[src/rtl/vga_pkg.sv]
// Shared timing defaults, coordinate types and helpers for the VGA timing/overlay generator.
package vga_pkg;

    localparam int DEF_H_ACTIVE = 640;
    localparam int DEF_H_FP     = 16;
    localparam int DEF_H_SYNC   = 96;
    localparam int DEF_H_BP     = 48;
    localparam int DEF_V_ACTIVE = 480;
    localparam int DEF_V_FP     = 10;
    localparam int DEF_V_SYNC   = 2;
    localparam int DEF_V_BP     = 33;
    localparam int DEF_COLOR_W  = 3;

    // Raw counter width on the pins, and the wider width used for window arithmetic
    localparam int CNT_W   = 10;
    localparam int COORD_W = 11;

    typedef logic [COORD_W-1:0] coord_t;

    typedef struct packed {
        logic active;
        logic hsync;
        logic vsync;
        logic inwin;
        logic hit;
        logic frame_start;
    } stage_flags_t;

    function automatic int clog2(input int value);
        int result;
        int rem;
        result = 0;
        rem    = value - 1;
        while (rem > 0) begin
            result = result + 1;
            rem    = rem >> 1;
        end
        return result;
    endfunction

    // Half-open membership test: value in [lo, lo+len)
    function automatic logic in_span(input coord_t value, input coord_t lo, input coord_t len);
        return (value >= lo) && (value < lo + len);
    endfunction

endpackage

[src/rtl/vga_axis_counter.sv]
// Wrapping axis counter 0..TOTAL-1; wrap flags the last count of an enabled step.
module vga_axis_counter
    import vga_pkg::*;
#(
    parameter int TOTAL    = 800,
    parameter int CNT_BITS = clog2(TOTAL)
) (
    input  logic                Clock,
    input  logic                Reset,
    input  logic                Enable,
    output logic [CNT_BITS-1:0] count,
    output logic                wrap
);

    assign wrap = Enable && (count == CNT_BITS'(TOTAL - 1));

    // NOTE: state registers use non-blocking assignments so every flop samples pre-edge values.
    always_ff @(posedge Clock or posedge Reset) begin
        if (Reset) begin
            count <= '0;
        end else if (Enable) begin
            count <= wrap ? '0 : count + 1'b1;
        end
    end

endmodule

[src/rtl/vga_timing_overlay_gen.sv]
// Programmable VGA timing generator with border/sprite/image compositing, 2-cycle registered pipeline.
module vga_timing_overlay_gen
    import vga_pkg::*;
#(
    parameter int H_ACTIVE  = DEF_H_ACTIVE,
    parameter int H_FP      = DEF_H_FP,
    parameter int H_SYNC    = DEF_H_SYNC,
    parameter int H_BP      = DEF_H_BP,
    parameter int V_ACTIVE  = DEF_V_ACTIVE,
    parameter int V_FP      = DEF_V_FP,
    parameter int V_SYNC    = DEF_V_SYNC,
    parameter int V_BP      = DEF_V_BP,
    parameter bit HSYNC_POL = 1'b0,
    parameter bit VSYNC_POL = 1'b0,
    parameter int COLOR_W   = DEF_COLOR_W,
    parameter int IMG_X0    = 240,
    parameter int IMG_Y0    = 141,
    parameter int IMG_W     = 256,
    parameter int IMG_H     = 256,
    parameter int SPR_W     = 32,
    parameter int SPR_H     = 32,
    parameter int POS_W     = 8
) (
    input  logic                      Clock,
    input  logic                      Reset,
    input  logic [COLOR_W-1:0]        iPixelRGB,
    input  logic [COLOR_W-1:0]        iSprColor,
    input  logic [POS_W-1:0]          iSprX,
    input  logic [POS_W-1:0]          iSprY,
    input  logic                      iSprEnable,
    input  logic [COLOR_W-1:0]        iBorderColor,
    output logic [COLOR_W-1:0]        oVGA_RGB,
    output logic                      oHsync,
    output logic                      oVsync,
    output logic                      oDataEnable,
    output logic                      oFrameStart,
    output logic [CNT_W-1:0]          oHcounter,
    output logic [CNT_W-1:0]          oVcounter,
    output logic [clog2(IMG_W)-1:0]   oPixelX,
    output logic [clog2(IMG_H)-1:0]   oPixelY,
    output logic                      oPixelValid
);

    localparam int H_TOTAL = H_ACTIVE + H_FP + H_SYNC + H_BP;
    localparam int V_TOTAL = V_ACTIVE + V_FP + V_SYNC + V_BP;
    localparam int PX_W    = clog2(IMG_W);
    localparam int PY_W    = clog2(IMG_H);

    logic [CNT_W-1:0] h_count;
    logic [CNT_W-1:0] v_count;
    logic             h_wrap;
    logic             v_wrap;

    vga_axis_counter #(.TOTAL(H_TOTAL), .CNT_BITS(CNT_W)) u_h_counter (
        .Clock  (Clock),
        .Reset  (Reset),
        .Enable (1'b1),
        .count  (h_count),
        .wrap   (h_wrap)
    );

    vga_axis_counter #(.TOTAL(V_TOTAL), .CNT_BITS(CNT_W)) u_v_counter (
        .Clock  (Clock),
        .Reset  (Reset),
        .Enable (h_wrap),
        .count  (v_count),
        .wrap   (v_wrap)
    );

    // Sprite shadow: v_wrap is only true on the very last pixel of the frame
    logic [POS_W-1:0] spr_x_q;
    logic [POS_W-1:0] spr_y_q;

    always_ff @(posedge Clock or posedge Reset) begin
        if (Reset) begin
            spr_x_q <= '0;
            spr_y_q <= '0;
        end else if (v_wrap) begin
            spr_x_q <= iSprX;
            spr_y_q <= iSprY;
        end
    end

    coord_t       h_c;
    coord_t       v_c;
    coord_t       spr_x0;
    coord_t       spr_y0;
    stage_flags_t s0;
    stage_flags_t s1;

    assign h_c    = coord_t'(h_count);
    assign v_c    = coord_t'(v_count);
    assign spr_x0 = coord_t'(IMG_X0) + coord_t'(spr_x_q);
    assign spr_y0 = coord_t'(IMG_Y0) + coord_t'(spr_y_q);

    // NOTE: every always_comb output gets a default first so no path can infer a latch.
    always_comb begin
        s0             = '0;
        s0.active      = (h_c < coord_t'(H_ACTIVE)) && (v_c < coord_t'(V_ACTIVE));
        s0.hsync       = in_span(h_c, coord_t'(H_ACTIVE + H_FP), coord_t'(H_SYNC));
        s0.vsync       = in_span(v_c, coord_t'(V_ACTIVE + V_FP), coord_t'(V_SYNC));
        s0.inwin       = in_span(h_c, coord_t'(IMG_X0), coord_t'(IMG_W)) &&
                         in_span(v_c, coord_t'(IMG_Y0), coord_t'(IMG_H));
        s0.hit         = in_span(h_c, spr_x0, coord_t'(SPR_W)) &&
                         in_span(v_c, spr_y0, coord_t'(SPR_H));
        s0.frame_start = (h_count == '0) && (v_count == '0);
    end

    assign oPixelX     = PX_W'(h_c - coord_t'(IMG_X0));
    assign oPixelY     = PY_W'(v_c - coord_t'(IMG_Y0));
    assign oPixelValid = s0.inwin;
    assign oHcounter   = h_count;
    assign oVcounter   = v_count;

    // NOTE: pipeline flags are asynchronously cleared so a reset mid-line cannot leave stale pulses.
    always_ff @(posedge Clock or posedge Reset) begin
        if (Reset) begin
            s1 <= '0;
        end else begin
            s1 <= s0;
        end
    end

    logic [COLOR_W-1:0] rgb_next;

    always_comb begin
        rgb_next = '0;
        if (!s1.active) begin
            rgb_next = '0;
        end else if (!s1.inwin) begin
            rgb_next = iBorderColor;
        end else if (s1.hit && iSprEnable) begin
            rgb_next = iSprColor;
        end else begin
            rgb_next = iPixelRGB;
        end
    end

    always_ff @(posedge Clock or posedge Reset) begin
        if (Reset) begin
            oVGA_RGB    <= '0;
            oHsync      <= ~HSYNC_POL;
            oVsync      <= ~VSYNC_POL;
            oDataEnable <= 1'b0;
            oFrameStart <= 1'b0;
        end else begin
            oVGA_RGB    <= rgb_next;
            oHsync      <= s1.hsync ? HSYNC_POL : ~HSYNC_POL;
            oVsync      <= s1.vsync ? VSYNC_POL : ~VSYNC_POL;
            oDataEnable <= s1.active;
            oFrameStart <= s1.frame_start;
        end
    end

endmodule

[config.mk]
export PLATFORM = sky130hd
export DESIGN_NAME = vga_timing_overlay_gen
export DESIGN_NICKNAME = d
export VERILOG_FILES = /design/src/rtl/vga_pkg.sv /design/src/rtl/vga_axis_counter.sv /design/src/rtl/vga_timing_overlay_gen.sv
export SDC_FILE = /design/constraint.sdc
export NUM_CORES = 1
export LEC_CHECK = 0
export ABC_AREA = 1
export CELL_PAD_IN_SITES_DETAIL_PLACEMENT = 1
export CELL_PAD_IN_SITES_GLOBAL_PLACEMENT = 1
export CORE_MARGIN = 1
export CORE_UTILIZATION = 38
export DETAILED_ROUTE_END_ITERATION = 8
export PLACE_DENSITY_LB_ADDON = 0.15
export SYNTH_ARGS = -nofsm -noshare
export SYNTH_HDL_FRONTEND = slang
export SYNTH_SLANG_ARGS = --single-unit
[constraint.sdc]
create_clock -name Clock -period 2.4 [get_ports Clock]
set_input_delay 0.6 -clock Clock [delete_from_list [all_inputs] [get_ports Clock]]
set_output_delay 0.6 -clock Clock [all_outputs]
set_load 0.03 [all_outputs]
==> results of run 1 <==
==> cells by family (layout without fill, tap and decap cells) <==
group | Yosys count | in the layout | synth area share
AND/OR/NAND/NOR | 197 | 197 | 0.248
adder cells (fa/ha/maj) | 40 | 40 | 0.144
AO/OA/AOI/OAI | 54 | 54 | 0.0858
buffers and inverters | 93 | 188 | 0.115
flip-flops | 49 | 49 | 0.354
XOR/XNOR | 21 | 21 | 0.0530
==> cell usage after synthesis (all sizes together) <==
cell	count	share of area
a21oi	20	0.029
o21ai	22	0.032
dfrtp	47	0.34
a2111oi	1	0.0025
o211ai	3	0.0065
ha	40	0.14
o21bai	1	0.0022
o21a	1	0.0022
o22ai	1	0.0018
nor2	33	0.039
a211o	1	0.0025
nand4	11	0.022
dfstp	2	0.015
buf	11	0.026
nand3	27	0.039
nand2	115	0.13
xor2	13	0.033
nor3	7	0.013
a31oi	3	0.0054
inv	82	0.089
a21boi	1	0.0022
xnor2	8	0.020
nor4	4	0.0090
==> worst max-delay path: cells and delay by family (launching register included) <==
kind	cells	cell delay, ns
AOI/OAI and AO/OA	3	0.48
DFF	1	0.43
and+or+nand+nor	1	0.08
adders and majority gates	1	0.17
buffers and inverters	3	0.40
==> metrics by stage <==
stage | total power (uW) | instance area (sq um)
global route | 1600 | 4680
detailed placement | 926 | 4390
CTS | 1570 | 4510
floorplan | 866 | 3520
global placement | 925 | 4390
finish | 1550 | 4680
==> path summary, 6_finish.rpt <==
check	start	endpoint	slack, ns	depth (start not counted)
max	u_v_counter.count[0]	oPixelValid	-0.08	8
min	s1[3]	oVsync	0.36	1
max reg2reg	spr_y_q[1]	s1[1]	0.04	12
min reg2reg	s1[3]	oVsync	0.36	1
max in group asynchronous	Reset	oVsync	1.47	3
min in group asynchronous	Reset	spr_x_q[4]	0.64	3
==> routing by layer <==
metal | vias up | wire (um) | GRT usage
met3 | 10 | 231 | 0.0288
met1 | 1581 | 4360 | 0.258
li1 | 1624 | - | -
met2 | 50 | 5520 | 0.407
met5 | - | 0 | 0
met4 | 0 | 125 | 0.0577
==> flip-flops by register name, summed over array words and instances (netlist names) <==
| name | count |
|---|---|
| u_v_counter.count | 10 |
| oVsync | 1 |
| oHsync | 1 |
| spr_y_q | 8 |
| oVGA_RGB | 3 |
| oDataEnable | 1 |
| spr_x_q | 8 |
| s1 | 6 |
| u_h_counter.count | 10 |
| oFrameStart | 1 |
==> area by class of cell <==
class | count | area [sq um]
well taps | 108 | 135
flip-flops and latches | 49 | 1230
clock inverters | 2 | 37.5
multi-input cells | 312 | 1980
clock buffers | 6 | 82.6
repair buffers | 98 | 907
inverters | 82 | 312
fillers | 1090 | 4080
==> power groups by stage <==
stage	logic, uW	registers [uW]	clock network (uW)
5_1_grt	87.5	829	688
3_5_place_dp	81.3	845	0
4_1_cts	81.9	829	664
2_1_floorplan	15.6	850	0
3_3_place_gp	80.2	844	0
6_report	79.0	828	641
==> timing repair <==
action                                 4_1_cts  5_1_grt
pin swaps                                    1        8
setup endpoints to repair                    8        5
hold buffers                                 0        0
endpoints found under the hold margin        0        0
setup buffers                                0       12
gates resized for setup                     10       20
==> impl_metrics.toml, run 1 <==
[routing]
routed_wirelength_mm = 10.2
dr_total_vias = 3265
wl_per_cell_um = 15.6
vias_per_cell = 4.97
drt_iter0_markers = 85
drtPass1Iterations = 5
ant_nets = 0
drc = 0

[sta]
fin_crit_ns = 2.48
slew_viol_final = 0
max_freq_ghz = 0.404
tightest_slew_ns = 0.479
setup_viol = 1
hold_viol = 0
finClkSkew_ns = 0.00979
post-route-period-util = 1.03
rsz0062_at_grt = "yes"
slew_headroom = 0.678
final.setup.tns_ns = -0.0760
setup_ws_ns = -0.0760
hold_ws_ns = 0.359

[logic_synthesis]
yosys_warnings = 0
synth_area_sq_mm = 0.00347
yosysSeqAreaShare = 0.354
synth_cell_types = 34
syn_inst = 454
syn_nets = 522
synth.avg_cell_area_sq_um = 7.64
synth-seq-cells = 49

[power]
p_per_area_mw_per_mm2 = 331
p_switching_uw = 333
clock_power_share = 0.414
p_leak_uw = 0.00242
vdd_drop_max_mv = 0.208
switching_share = 0.215
combPwrFrac = 0.051
power_frac_seq = 0.535
p_int_uw = 1210

[setup_path]
startpoint_type = "flop"
path_cells = "clkinvlp_4 > ha_4 > inv_2 > o21ai_1 > nand2_1 > a21boi_2 > a2111oi_4 > buf_4"
critPathMaxStageDelay_ns = 0.43
cp_slowest_cell = "dfrtp_2"
crit_type = "flop to primary output"
worstPathRequired_ns = 1.80
cp_max_fo = 4
cp-end-kind = "primary output"
crit_arrival_ns = 1.88

[clock_tree]
cts_buffers = 5
clk_latency_ns = 0.31
clock_path_buffers = 2
path_clk_slew_ns = 0.10
cts_root_buf = "clkbuf_8"
cts_max_level = 2
cts_tree = "done"
cts.sinks = 49

[floorplan]
start_util = 0.396
pin_count = 72
core_area_sq_mm = 0.00876
die_w_um = 97.6
die-height_um = 97.6
die_area_sq_mm = 0.00952
rows = 34

[status]
violations = "negative setup slack"
status = "finished, violations left"

[layout]
layout.nets = 616
fin_util = 0.534
syn_to_final_growth_pct = 35.0
layoutNonFillerInstCount = 657
n_antenna_cell = 0
layout_common_cells = "107 x nand2_1, 74 x inv_1, 60 x clkdlybuf4s50_1, 43 x dfrtp_1, 35 x ha_1"
drive_gt1_frac = 0.155
final_common_cell = "nand2_1"

[grt]
grt_pass1_wl_mm = 16.7
grt_pass1_vias = 3487
grt_max_degree = 50
grt_overflow_total = 0
antenna_found_initial = 0
grtUsageTotal = 0.217

[run]
cap_violations = 0

[place]
dp_slack_ns = 0.0101
gp_congestion = 0.810
placed_cells = 638
dp_hpwl_mm = 7.93
port_buffers = 71

[min_path]
min_path_type = "flop to flop"
Note: power is estimated with default switching activity, not from simulation.
==> inputs of run 2 (changes only) <==
Settings changed: CORE_ASPECT_RATIO from default to 0.9, CORE_UTILIZATION 38 to 34.
Clock period 2.4 ns to 2.2 ns, I/O delays scaled along.
==> impl_metrics.toml, run 2 (synthesized netlist as in run 1, its figures left out) <==
[power]
p_int_uw = 1500
p_leak_uw = 0.00260
switching_share = 0.216
vdd_drop_max_mv = 0.319
combPwrFrac = 0.046
power_frac_seq = 0.474
p_per_area_mw_per_mm2 = 388
clock_power_share = 0.480
p_switching_uw = 411

[layout]
n_antenna_cell = 0
layout.nets = 635
fill_cells = 1202
final_cell_area_sq_mm = 0.00491
syn_to_final_growth_pct = 41.7
final_common_cell = "nand2_1"
drive_gt1_frac = 0.178
multiInputGateArea_sq_mm = 0.00196
regArea_sq_mm = 0.00123
fin_util = 0.502
layout_common_cells = "107 x nand2_1, 75 x inv_1, 54 x clkdlybuf4s50_1, 47 x buf_4, 45 x dfrtp_1"
reg_top3 = "u_h_counter.count (10), u_v_counter.count (10)"

[clock_tree]
path_clk_slew_ns = 0.08
holdBufCountCts = 0
cts.sinks = 49
cts_tree = "done"
cts_max_level = 2
clock_path_buffers = 2
cts_root_buf = "clkbuf_16"
cts_buffers = 5
clk_latency_ns = 0.30

[floorplan]
die-height_um = 97.8
die_w_um = 108
start_util = 0.355
core_area_sq_mm = 0.00978
pin_count = 72
die_area_sq_mm = 0.0106
rows = 34

[sta]
post-route-period-util = 1.08
hold_viol = 0
rsz0062_at_grt = "yes"
fin_crit_ns = 2.37
slew_viol_final = 0
setup_viol = 6
max_freq_ghz = 0.423
setup_ws_ns = -0.167
finClkSkew_ns = 0.00940
final.setup.tns_ns = -0.374
tightest_slew_ns = 0.388
slew_headroom = 0.741

[setup_path]
path_cells = "clkinvlp_4 > ha_4 > inv_2 > o21ai_1 > nand2_1 > a21boi_2 > a2111oi_4 > buf_6"
critical_path.top_delay_family = "compound AO/OA/AOI/OAI gates"
critPathMaxStageDelay_ns = 0.40
cp-end-kind = "primary output"
crit_arrival_ns = 1.82
crit_type = "flop to primary output"
worstPathRequired_ns = 1.65
cp_slowest_cell = "dfrtp_2"
startpoint_type = "flop"
cp_max_fo = 2
worst-path-buf-inv = 3

[routing]
drc = 0
drt_iter0_markers = 90
vias_per_cell = 4.77
drtPass1Iterations = 4
ant_nets = 0
routed_wirelength_mm = 10.2
wl_per_cell_um = 14.6
dr_total_vias = 3311

[grt]
grt_pass1_wl_mm = 16.6
grt_pass1_vias = 3428
antenna_found_initial = 0
grtUsageTotal = 0.199
grt_max_degree = 27
grt_overflow_total = 0

[min_path]
min_path_type = "flop to flop"

[status]
status = "finished, violations left"
violations = "negative setup slack"

[place]
port_buffers = 71
gp_congestion = 0.810
dp_hpwl_mm = 7.87
dpl_cell_area_sq_mm = 0.00452

[run]
cap_violations = 0
-- run 2: worst reg2reg max path, cell delays in order, from the launching register on --
cell and delay [ns]:
dfrtp_1 0.39, inv_1 0.08, nand3_1 0.15, nand2_2 0.09
xor2_2 0.15, inv_1 0.11, ha_2 0.20, nand3_1 0.10
ha_1 0.33, a211o_1 0.27, a21oi_1 0.11, nand4_1 0.09
nor2_1 0.09
-- run 2: final timing paths --
check | from | to | slack (ns) | depth (start not counted)
max reg2reg | spr_y_q[2] | s1[1] | -0.03 | 12
min reg2reg | s1[4] | oHsync | 0.35 | 1
min in group asynchronous | Reset | oDataEnable | 0.54 | 2
max in group asynchronous | Reset | u_v_counter.count[0] | 1.17 | 3
min | s1[4] | oHsync | 0.35 | 1
max | u_v_counter.count[0] | oPixelValid | -0.17 | 8
-- run 2: area by class of cell --
class,instances,area share
well taps,126,0.0321
clock buffers,5,0.0255
multi-input cells,312,0.398
clock inverters,3,0.00891
repair buffers,117,0.221
inverters,82,0.0634
flip-flops and latches,49,0.251
-- run 2: power groups by stage --
stage / registers (uW) / logic (uW) / clock network (uW)
floorplan: 927 / 17.1 / 0
global placement: 921 / 88.7 / 0
detailed placement: 921 / 90.4 / 0
CTS: 903 / 90.9 / 941
global route: 903 / 96.5 / 970
finish: 903 / 88.3 / 916
-- run 2: what timing repair did --
item,4_1_cts,5_1_grt
setup buffers,15,3
setup endpoints to repair,8,10
resized for setup,18,16
pin swaps,12,7
-- run 2: metal layers --
metal  GRT usage  part of all wire
met1       0.253              0.46
met2       0.356              0.50
met3      0.0280             0.037
met4      0.0405            0.0082
met5           0                 0
-- run 2: per-stage QoR --
stage	power [uW]	worst slack [ns]	hold WS, ns	std cells
after global routing	1970	-0.242	0.364	694
final	1910	-0.167	0.352	694
after detailed placement	1010	-0.0973	0.342	669
after global placement	1010	-0.0105	0.340	669
after CTS	1940	-0.187	0.353	692
after floorplan	944	-0.208	0.331	454
==> inputs of run 3 (changes only) <==
Settings changed: GPL_TIMING_DRIVEN from default to 0, PLACE_DENSITY from default to 0.79, PLACE_DENSITY_LB_ADDON 0.15 to default.
==> impl_metrics.toml, run 3 (synthesized netlist as in run 1, its figures left out) <==
[setup_path]
cp_max_fo = 4
cp-end-kind = "primary output"
cp_slowest_cell = "dfrtp_2"
worst-path-buf-inv = 3
critical_path.top_delay_family = "compound AO/OA/AOI/OAI gates"
crit_type = "flop to primary output"
worstPathRequired_ns = 1.65
critPathMaxStageDelay_ns = 0.39
crit_arrival_ns = 1.85
path_cells = "clkinvlp_4 > ha_4 > inv_2 > o21ai_2 > nand2_2 > a21boi_2 > a2111oi_4 > buf_4"
startpoint_type = "flop"

[status]
violations = "negative setup slack"
status = "finished, violations left"

[sta]
post-route-period-util = 1.09
slew_viol_final = 0
fin_crit_ns = 2.40
finClkSkew_ns = 0.00602
max_freq_ghz = 0.416
slew_headroom = 0.735
hold_viol = 0
rsz0062_at_grt = "yes"
setup_viol = 2
tightest_slew_ns = 0.394
setup_ws_ns = -0.203

[clock_tree]
cts_buffers = 5
holdBufCountCts = 0
cts_tree = "done"
cts_root_buf = "clkbuf_16"
cts_max_level = 2
cts.sinks = 49
clock_path_buffers = 2
path_clk_slew_ns = 0.07
clk_latency_ns = 0.29

[routing]
wl_per_cell_um = 15.7
routed_wirelength_mm = 10.9
drc = 0
dr_total_vias = 3449
vias_per_cell = 4.99
drt_iter0_markers = 60
ant_nets = 0
drtPass1Iterations = 4

[grt]
grt_max_degree = 34
grtUsageTotal = 0.209
grt_overflow_total = 0
grt_pass1_wl_mm = 17.5
antenna_found_initial = 0
grt_pass1_vias = 3689

[layout]
reg_top3 = "u_h_counter.count (10), u_v_counter.count (10)"
layout_common_cells = "106 x nand2_1, 71 x inv_1, 57 x clkdlybuf4s50_1, 39 x buf_4, 35 x dfrtp_1"
layout.nets = 632
final_common_cell = "nand2_1"
drive_gt1_frac = 0.212
n_antenna_cell = 0
fin_util = 0.511
syn_to_final_growth_pct = 44.0

[place]
dp_slack_ns = -0.722
dp_hpwl_mm = 7.93
gp_congestion = 0.775
port_buffers = 71

[power]
p_leak_uw = 0.00255
vdd_drop_max_mv = 0.384
p_per_area_mw_per_mm2 = 383

[run]
cap_violations = 0

[floorplan]
core_area_sq_mm = 0.00978
die_area_sq_mm = 0.0106
rows = 34
start_util = 0.355
die_w_um = 108
die-height_um = 97.8
pin_count = 72

[min_path]
min_path_type = "flop to flop"
==> run 3: area by class of cell <==
type                            count  area [sq um]
Multi-Input combinational cell    312          2070
Fill cell                        1193          4790
Sequential cell                    49          1240
Clock buffer                        5           125
Timing Repair Buffer              103           943
Clock inverter                      3          47.5
Buffer                             11          96.3
Tap cell                          126           158
Inverter                           82           314
==> run 3: stage by stage <==
stage	instances	setup TNS (ns)	area [sq um]	total power, uW	hold slack, ns
after floorplan	454	-0.280	3530	944	0.331
after global placement	651	-28.61	4400	1000	0.336
after detailed placement	652	-2.67	4420	1010	0.348
after CTS	680	-0.257	4810	1930	0.362
after global routing	691	-0.571	5000	1970	0.384
final	691	-0.305	5000	1910	0.360
==> run 3: report_power, final <==
part / switching (uW) / internal, uW
sequential: 0.696 / 903
clock: 377 / 546
combinational: 34.9 / 52.1
total: 412 / 1500
==> run 3: worst paths after layout <==
kind | start | endpoint | slack (ns) | depth (start not counted)
worst min-delay path | s1[0] | oFrameStart | 0.36 | 0
worst max-delay path | u_v_counter.count[0] | oPixelValid | -0.20 | 8
min in group asynchronous | Reset | oVGA_RGB[2] | 0.57 | 2
max in group asynchronous | Reset | oVsync | 1.06 | 3
worst min register to register | s1[0] | oFrameStart | 0.36 | 0
worst max register to register | spr_y_q[1] | s1[1] | -0.10 | 12
==> run 3: what timing repair did <==
| action | CTS | global route |
|---|---|---|
| pin swaps | 12 | 4 |
| gates resized for setup | 66 | 38 |
| gates cloned | 0 | 0 |
| endpoints found under the setup margin | 14 | 11 |
| buffers inserted | 20 | 11 |
==> run 3: per-layer routing <==
layer / part of all wire / GRT usage / vias to the layer above
met5: 0 / 0 / -
met4: 0.013 / 0.0499 / 0
met3: 0.031 / 0.0300 / 11
met2: 0.53 / 0.382 / 72
met1: 0.43 / 0.255 / 1699
li1: - / - / 1667
